## config.mk

```make
export PLATFORM = sky130hd
export DESIGN_NAME = demux_stream
export DESIGN_NICKNAME = d
export VERILOG_FILES = /design/src/rtl/demux_stream.sv
export SDC_FILE = /design/constraint.sdc
export NUM_CORES = 1
export LEC_CHECK = 0
export CELL_PAD_IN_SITES_DETAIL_PLACEMENT = 1
export CELL_PAD_IN_SITES_GLOBAL_PLACEMENT = 1
export CORE_MARGIN = 8
export CORE_UTILIZATION = 40
export CTS_CLUSTER_SIZE = 12
export DETAILED_ROUTE_END_ITERATION = 10
export PLACE_DENSITY_LB_ADDON = 0.12
export SYNTH_ARGS = -nofsm -noshare
export SYNTH_HDL_FRONTEND = slang
export SYNTH_SLANG_ARGS = --single-unit
```

## constraint.sdc

```tcl
create_clock -name clk -period 7.3 [get_ports clk]
set_clock_uncertainty 0.15 [all_clocks]
set_input_delay 1.46 -clock clk [delete_from_list [all_inputs] [get_ports clk]]
set_output_delay 1.46 -clock clk [all_outputs]
set_load 0.02 [all_outputs]
```

## src/rtl/demux_stream.sv

```systemverilog
// Registered 1-to-NCH stream demultiplexer with per-channel one-entry output
// registers, broadcast mode and a saturating count of out-of-range drops.
module demux_stream #(
    parameter int unsigned width = 8,
    parameter int unsigned snum  = 3,
    parameter int unsigned NCH   = 8
) (
    input  logic                 clk,
    input  logic                 rst_n,
    input  logic [width-1:0]     i,
    input  logic [snum-1:0]      sel,
    input  logic                 bcast,
    input  logic                 i_valid,
    output logic                 i_ready,
    output logic [NCH*width-1:0] o,
    output logic [NCH-1:0]       o_valid,
    input  logic [NCH-1:0]       o_ready,
    output logic                 err,
    output logic [7:0]           err_cnt
);

    logic [NCH-1:0] can_acc;
    logic [NCH-1:0] sel_hit;
    logic [NCH-1:0] load;
    logic           in_range;
    logic           xfer;
    logic           drop;

    // A full register that drains this cycle may reload in the same cycle.
    assign can_acc = ~o_valid | o_ready;

    always_comb begin
        sel_hit = '0;
        for (int unsigned k = 0; k < NCH; k++) begin
            sel_hit[k] = (32'(sel) == k);
        end
    end

    assign in_range = |sel_hit;

    always_comb begin
        if (bcast) begin
            i_ready = &can_acc;
        end else if (in_range) begin
            i_ready = |(sel_hit & can_acc);
        end else begin
            i_ready = 1'b1;
        end
    end

    assign xfer = i_valid && i_ready;
    assign load = !xfer ? '0 : (bcast ? '1 : sel_hit);
    assign drop = xfer && !bcast && !in_range;

    // Load takes priority over drain, so a simultaneous drain and load leaves no bubble.
    always_ff @(posedge clk or negedge rst_n) begin
        if (!rst_n) begin
            o       <= '0;
            o_valid <= '0;
        end else begin
            for (int unsigned k = 0; k < NCH; k++) begin
                if (load[k]) begin
                    o[k*width +: width] <= i;
                    o_valid[k]          <= 1'b1;
                end else if (o_ready[k]) begin
                    o_valid[k] <= 1'b0;
                end
            end
        end
    end

    always_ff @(posedge clk or negedge rst_n) begin
        if (!rst_n) begin
            err     <= 1'b0;
            err_cnt <= '0;
        end else begin
            err <= drop;
            if (drop && err_cnt != 8'hFF) begin
                err_cnt <= err_cnt + 8'd1;
            end
        end
    end

endmodule

```

==> results.yml, run 1 <==
logic_synthesis:
  synth.distinct_cells: 33
  yosysTopAreaCellShare_pct: 61.6
  synthFlopType: "dfrtp_1"
  ys_top_cells_by_area: "dfrtp_1, mux2_2, mux2_4"
  syn_nets: 238
  synth-seq-cells: 81
  yosys.area.top_type: "dfrtp_1"
  syn_area_sq_um: 3290
  synthTopCellsByCount: "dfrtp_1, mux2_2, o21ai_0"
  syn_inst: 215
  yosysMostFrequentCell: "dfrtp_1"
  ys_seq_area_share_pct: 61.6
  async_flop_share_pct: 100
  synth_edf_count: 0
  syn_avg_cell_area_sq_um: 15.3
  ys_warn_count: 0
power_and_ir_drop:
  p_total_uw: 1520
  p_clk_share_pct: 22.8
  combPwrFrac_pct: 36.8
  power_frac_seq_pct: 40.4
  powerDensity_nw_per_um2: 331
  power_switching_share_pct: 32.4
  vdd_ir_drop_max_mv: 0.156
  switchingPower_uw: 492
  internal_power_uw: 1020
  p_leak_uw: 0.00191
setup_path:
  start_kind: "input port"
  end_kind: "output port"
  crit_path_max_fanout: 17
  cp_data_arrival_time_ps: 3750
  crit_required_ps: 5690
  crit_type: "in -> out"
final_layout:
  n_antenna_cell: 0
  layout-drive-gt1-share_pct: 31.3
  fin_nets: 341
  fillers: 813
  area_growth_pct: 39.2
  fin_util_pct: 56.5
  fin_cells: 428
global_route:
  grt_usage_pct: 15.8
  antenna_found_initial: 0
  grt_pass1_vias: 2361
  grt_pass1_wl_um: 13900
  grt_max_degree: 82
  grt-ovfl-total: 0
drt:
  dr_wl_met3_um: 739
  dr.pass1.iters: 4
  drc: 0
  ant_nets: 0
  m1WireLength_um: 3530
  drt_iter0_drc: 40
  vias_per_cell: 4.86
  wire_per_inst_um: 20.2
  vias: 2079
  route.met2.wl_um: 4220
  topRoutingLayerUsed: "met4"
  drt-total-wl_um: 8650
timing:
  finalCritPeriodShare_pct: 73.5
  rsz0062_at_grt: "false"
  fin_setup_tns_ps: 0
  finalSetupViolations: 0
  worst_pin_slew_ps: 1010
  hold_viol_final: 0
  fin_crit_ps: 5360
  max_freq_ghz: 0.186
  holdWs_ps: 232
  maxSlewHeadroom_pct: 32.7
  slew_violations: 0
clocking:
  clkTransAtPathRegs_ps: 80
  clockRootBuffer: "clkbuf_8"
  clock-sinks: 81
  cts_hold_buffers: 0
  htree_levels: 3
  cts_max_path_buffers: 2
  postCtsSetupBuffers: 0
  cts-resized-gates: 0
  numCtsBuffers: 9
  cts_tree: "built"
  insertion_delay_ps: 340
placed_design:
  detailed_place_hpwl_um: 5980
  io_buffer_count: 104
  gp_congestion: 0.768
  dp_cells: 412
job:
  maxCapViolations: 0
floorplanning:
  initial_core_util_pct: 40.6
  pin_count: 105
  rows: 33
  die_x_um: 107
  fp.coreArea_sq_um: 8090
  fp.dieH_um: 107
  die_area_sq_um: 11400
outcome:
  status: "finished, final reports clean"
worst_hold_path:
  worstHoldPathType: "reg -> reg"
## power groups by stage
| stage | Sequential [uW] | Clock (uW) | Combinational [uW] |
|---|---|---|---|
| 5_1_grt | 628 | 376 | 590 |
| 6_report | 613 | 345 | 559 |
| 3_3_place_gp | 617 | 0 | 562 |
| 2_1_floorplan | 752 | 0 | 142 |
| 3_5_place_dp | 621 | 0 | 566 |
| 4_1_cts | 615 | 359 | 570 |
## cell usage in the layout (no fill, tap or decap), types with 2 or more instances in the layout
| cell | netlist | layout |
|---|---|---|
| mux2_2 | 56 | 56 |
| dfrtp_1 | 81 | 81 |
| clkdlybuf4s50_1 | 0 | 103 |
| nand2_1 | 3 | 3 |
| nand2b_1 | 3 | 3 |
| nor3b_1 | 3 | 3 |
| clkinvlp_4 | 0 | 2 |
| mux2_4 | 8 | 8 |
| inv_1 | 2 | 2 |
| clkbuf_8 | 0 | 11 |
| buf_4 | 1 | 2 |
| o21ai_0 | 14 | 14 |
| o31ai_1 | 2 | 2 |
| a22oi_2 | 2 | 2 |
| or2b_2 | 5 | 5 |
| nor2_2 | 6 | 6 |
## per-layer routing
layer / global-route usage (%) / up-vias
met5: 0 / -
met4: 6.73 / 0
met3: 6.72 / 12
met2: 25.4 / 58
met1: 18.1 / 1052
li1: - / 957
## area by class of cell
cell class / count / area, sq um / share of cell area, %
clock buffers: 11 / 151 / 3.31
flip-flops and latches: 81 / 2030 / 44.3
multi-input cells: 119 / 1150 / 25.1
inverters: 2 / 7.51 / 0.164
well taps: 105 / 131 / 2.87
clock inverters: 5 / 62.6 / 1.37
repair buffers: 105 / 1050 / 22.9
## flip-flops by register name, summed over array words and instances (netlist names)
register	cells
o	64
err_cnt	8
o_valid	8
err	1
## kinds of logic (layout without fill, tap and decap cells)
kind of cell	Yosys count	in the layout	synth area share, %
other	1	1	0.114
AO/OA/AOI/OAI	22	22	4.76
flip-flops	81	81	61.6
multiplexers	64	64	22.8
buffers and inverters	15	123	3.39
AND/OR/NAND/NOR	32	32	7.27
## path summary, 6_finish.rpt
| path | from | end | slack [ps] | depth (start not counted) |
|---|---|---|---|---|
| worst max-delay path | sel[1] | i_ready | 1940 | 8 |
| worst min-delay path | err_cnt[1] | err_cnt[1] | 230 | 0 |
| worst max register to register | o_valid[1] | o[53] | 4660 | 7 |
| worst min register to register | err_cnt[1] | err_cnt[1] | 230 | 0 |
| max in group asynchronous | rst_n | o[40] | 5220 | 1 |
| min in group asynchronous | rst_n | err_cnt[4] | 1140 | 1 |
## per-stage QoR
| stage | setup WS, ps | cell area, sq um |
|---|---|---|
| floorplan | 2840 | 3290 |
| global placement | 1980 | 4360 |
| detailed placement | 1940 | 4360 |
| CTS | 1920 | 4580 |
| global route | 1830 | 4580 |
| finish | 1940 | 4580 |
## worst max-delay path, stage by stage
cell and delay [ps]:
clkdlybuf4s50_1 560, and3b_1 280, a22oi_2 190, nand3_2 110
o31ai_4 220, buf_4 300, inv_1 70, clkdlybuf4s50_1 550
No activity file was read; power rests on OpenSTA's default activity.
==> run 2, diff against run 1 <==
--- a/config.mk
+++ b/config.mk
@@ -8,7 +8,7 @@
 export CELL_PAD_IN_SITES_DETAIL_PLACEMENT = 1
 export CELL_PAD_IN_SITES_GLOBAL_PLACEMENT = 1
 export CORE_MARGIN = 8
-export CORE_UTILIZATION = 40
+export CORE_UTILIZATION = 33
 export CTS_CLUSTER_SIZE = 12
 export DETAILED_ROUTE_END_ITERATION = 10
 export PLACE_DENSITY_LB_ADDON = 0.12
==> constraint.sdc (replaced) <==
create_clock -name clk -period 4.33 [get_ports clk]
set_clock_uncertainty 0.15 [all_clocks]
set_input_delay 0.866 -clock clk [delete_from_list [all_inputs] [get_ports clk]]
set_output_delay 0.866 -clock clk [all_outputs]
set_load 0.02 [all_outputs]
==> run 2 against run 1 <==
Against the previous run: first-iteration DRC count decreased by 15%; via count about the same; global-route usage decreased by 2.4 points; largest power group unchanged.
==> results.yml, run 2 (synthesis gave the netlist of run 1 again) <==
timing:
  maxSlewHeadroom_pct: 32.1
  worst_pin_slew_ps: 1020
  fin_crit_ps: 3870
  hold_viol_final: 0
  finalSetupViolations: 0
  fin_setup_tns_ps: 0
  worst_slack_ps: 456
  max_freq_ghz: 0.258
  finalCritPeriodShare_pct: 89.5
  rsz0062_at_grt: "false"
  slew_violations: 0
worst_hold_path:
  hp-start: "err_cnt[2]"
  worstHoldPathType: "reg -> reg"
setup_path:
  regToRegStartpoint: "o_valid[1]"
  crit_path_max_fanout: 11
  regToRegSetupSlack_ps: 1690
  critical_path.max_stage_delay_ps: 670
  crit_required_ps: 3310
  critPathMostFrequentCell: "clkdlybuf4s50_1"
  start_kind: "input port"
  crit_type: "in -> out"
  cp_data_arrival_time_ps: 2860
  reg2reg_depth: 7
  cp.depth: 7
  worstPathCellList: "clkdlybuf4s50_1 > nor3b_1 > a22oi_2 > nand3_2 > o31ai_4 > inv_1 > clkdlybuf4s50_1"
  cp-endpoint: "i_ready"
  critical_path.slowest_cell: "clkdlybuf4s50_1"
  crit_buf_inv: 3
  end_kind: "output port"
  critPathLaunch: "sel[0]"
  crit_family: "buffers and inverters"
  timing.rr.end: "o[56]"
global_route:
  use_met1_pct: 15.9
  antenna_found_initial: 0
  use_met3_pct: 6.15
  grt_usage_pct: 13.4
  top_usage_layer: "met2"
  gr-usage-met2_pct: 21.2
  grt_pass1_wl_um: 13400
  grt-ovfl-total: 0
  grt_pass1_vias: 2306
  grt_max_degree: 82
floorplanning:
  die_area_sq_um: 13400
  fp.coreArea_sq_um: 9730
  die_x_um: 116
  pin_count: 105
  initial_core_util_pct: 33.8
  rows: 36
  fp.dieH_um: 116
final_layout:
  largest_reg_flops: 64
  fin_cells: 456
  final_area_sq_um: 4640
  top_register: "o"
  fin_nets: 343
  area_growth_pct: 41.2
  reg_top3: "o (64), err_cnt (8), o_valid (8)"
  n_antenna_cell: 0
  layout-drive-gt1-share_pct: 31.3
  final_cell_mix: "clkdlybuf4s50_1, dfrtp_1, mux2_2"
  layout_commonest_cell: "clkdlybuf4s50_1"
drt:
  drc: 0
  vias: 2078
  drt_iter0_drc: 34
  ant_nets: 0
  vias_per_cell: 4.56
  wire_per_inst_um: 18.7
  dr.pass1.iters: 3
  drt-total-wl_um: 8540
clocking:
  clock-sinks: 81
  cts_hold_buffers: 0
  htree_levels: 3
  postCtsSetupBuffers: 0
  clkTransAtPathRegs_ps: 80
  cts-resized-gates: 0
  numCtsBuffers: 9
  clockRootBuffer: "clkbuf_8"
  cts_tree: "built"
  cts_max_path_buffers: 2
  insertion_delay_ps: 340
outcome:
  status: "finished, final reports clean"
placed_design:
  gp_congestion: 0.824
  detailed_place_hpwl_um: 6010
  pre_cts_slack_ps: 461
  dp_cells: 442
  io_buffer_count: 104
  dpl-instance-area_sq_um: 4410
power_and_ir_drop:
  powerDensity_nw_per_um2: 564
  p_total_uw: 2620
  vdd_ir_drop_max_mv: 0.253
  p_leak_uw: 0.00193
job:
  maxCapViolations: 0
## run 2: metal layers
metal,wire (um),vias up
met5,0,-
met4,97,0
met3,803,8
met2,4050,61
met1,3590,1055
li1,-,954
## run 2: area by class of cell
cell class / count / area (sq um)
Tap cell: 133 / 166
Sequential cell: 81 / 2030
Inverter: 2 / 7.51
Multi-Input combinational cell: 119 / 1150
Fill cell: 1013 / 5090
Timing Repair Buffer: 107 / 1060
Clock inverter: 5 / 106
Clock buffer: 9 / 124
## run 2: worst reg2reg max path, cell delays in order (launching register included)
cell and delay (ps):
dfrtp_1 380, or2b_2 190, nand3_1 70, o31ai_1 390, o31ai_4 130, buf_4 230
nor3_4 560, mux2_2 410
## run 2: report_power, final
group          switching [uW]  internal [uW]
logic                     448            490
clock network             268            378
registers                94.3            937
total                     811           1810
## run 2: worst min path at each step
| stage | to | slack [ps] | cells after the start |
|---|---|---|---|
| after floorplan | err | 420 | 0 |
| after global placement | err_cnt[6] | 210 | 0 |
| after detailed placement | err_cnt[6] | 220 | 0 |
| after CTS | err_cnt[6] | 240 | 0 |
| after global routing | err_cnt[5] | 240 | 0 |
| final | err_cnt[2] | 230 | 0 |
## run 2: stage by stage
step	hold WS (ps)	utilization [%]
floorplan	417	-
detailed placement	217	45.3
global placement	214	45.3
finish	230	47.7
CTS	237	47.7
global route	241	47.7
==> run 3, diff against run 2 <==
--- a/config.mk
+++ b/config.mk
@@ -9,6 +9,7 @@
 export CELL_PAD_IN_SITES_GLOBAL_PLACEMENT = 1
 export CORE_MARGIN = 8
 export CORE_UTILIZATION = 33
+export CTS_BUF_LIST = sky130_fd_sc_hd__clkbuf_8 sky130_fd_sc_hd__clkbuf_16
 export CTS_CLUSTER_SIZE = 12
 export DETAILED_ROUTE_END_ITERATION = 10
 export PLACE_DENSITY_LB_ADDON = 0.12
==> results of run 3 <==
The final DEF is identical to that of run 2; final timing and power are the same.
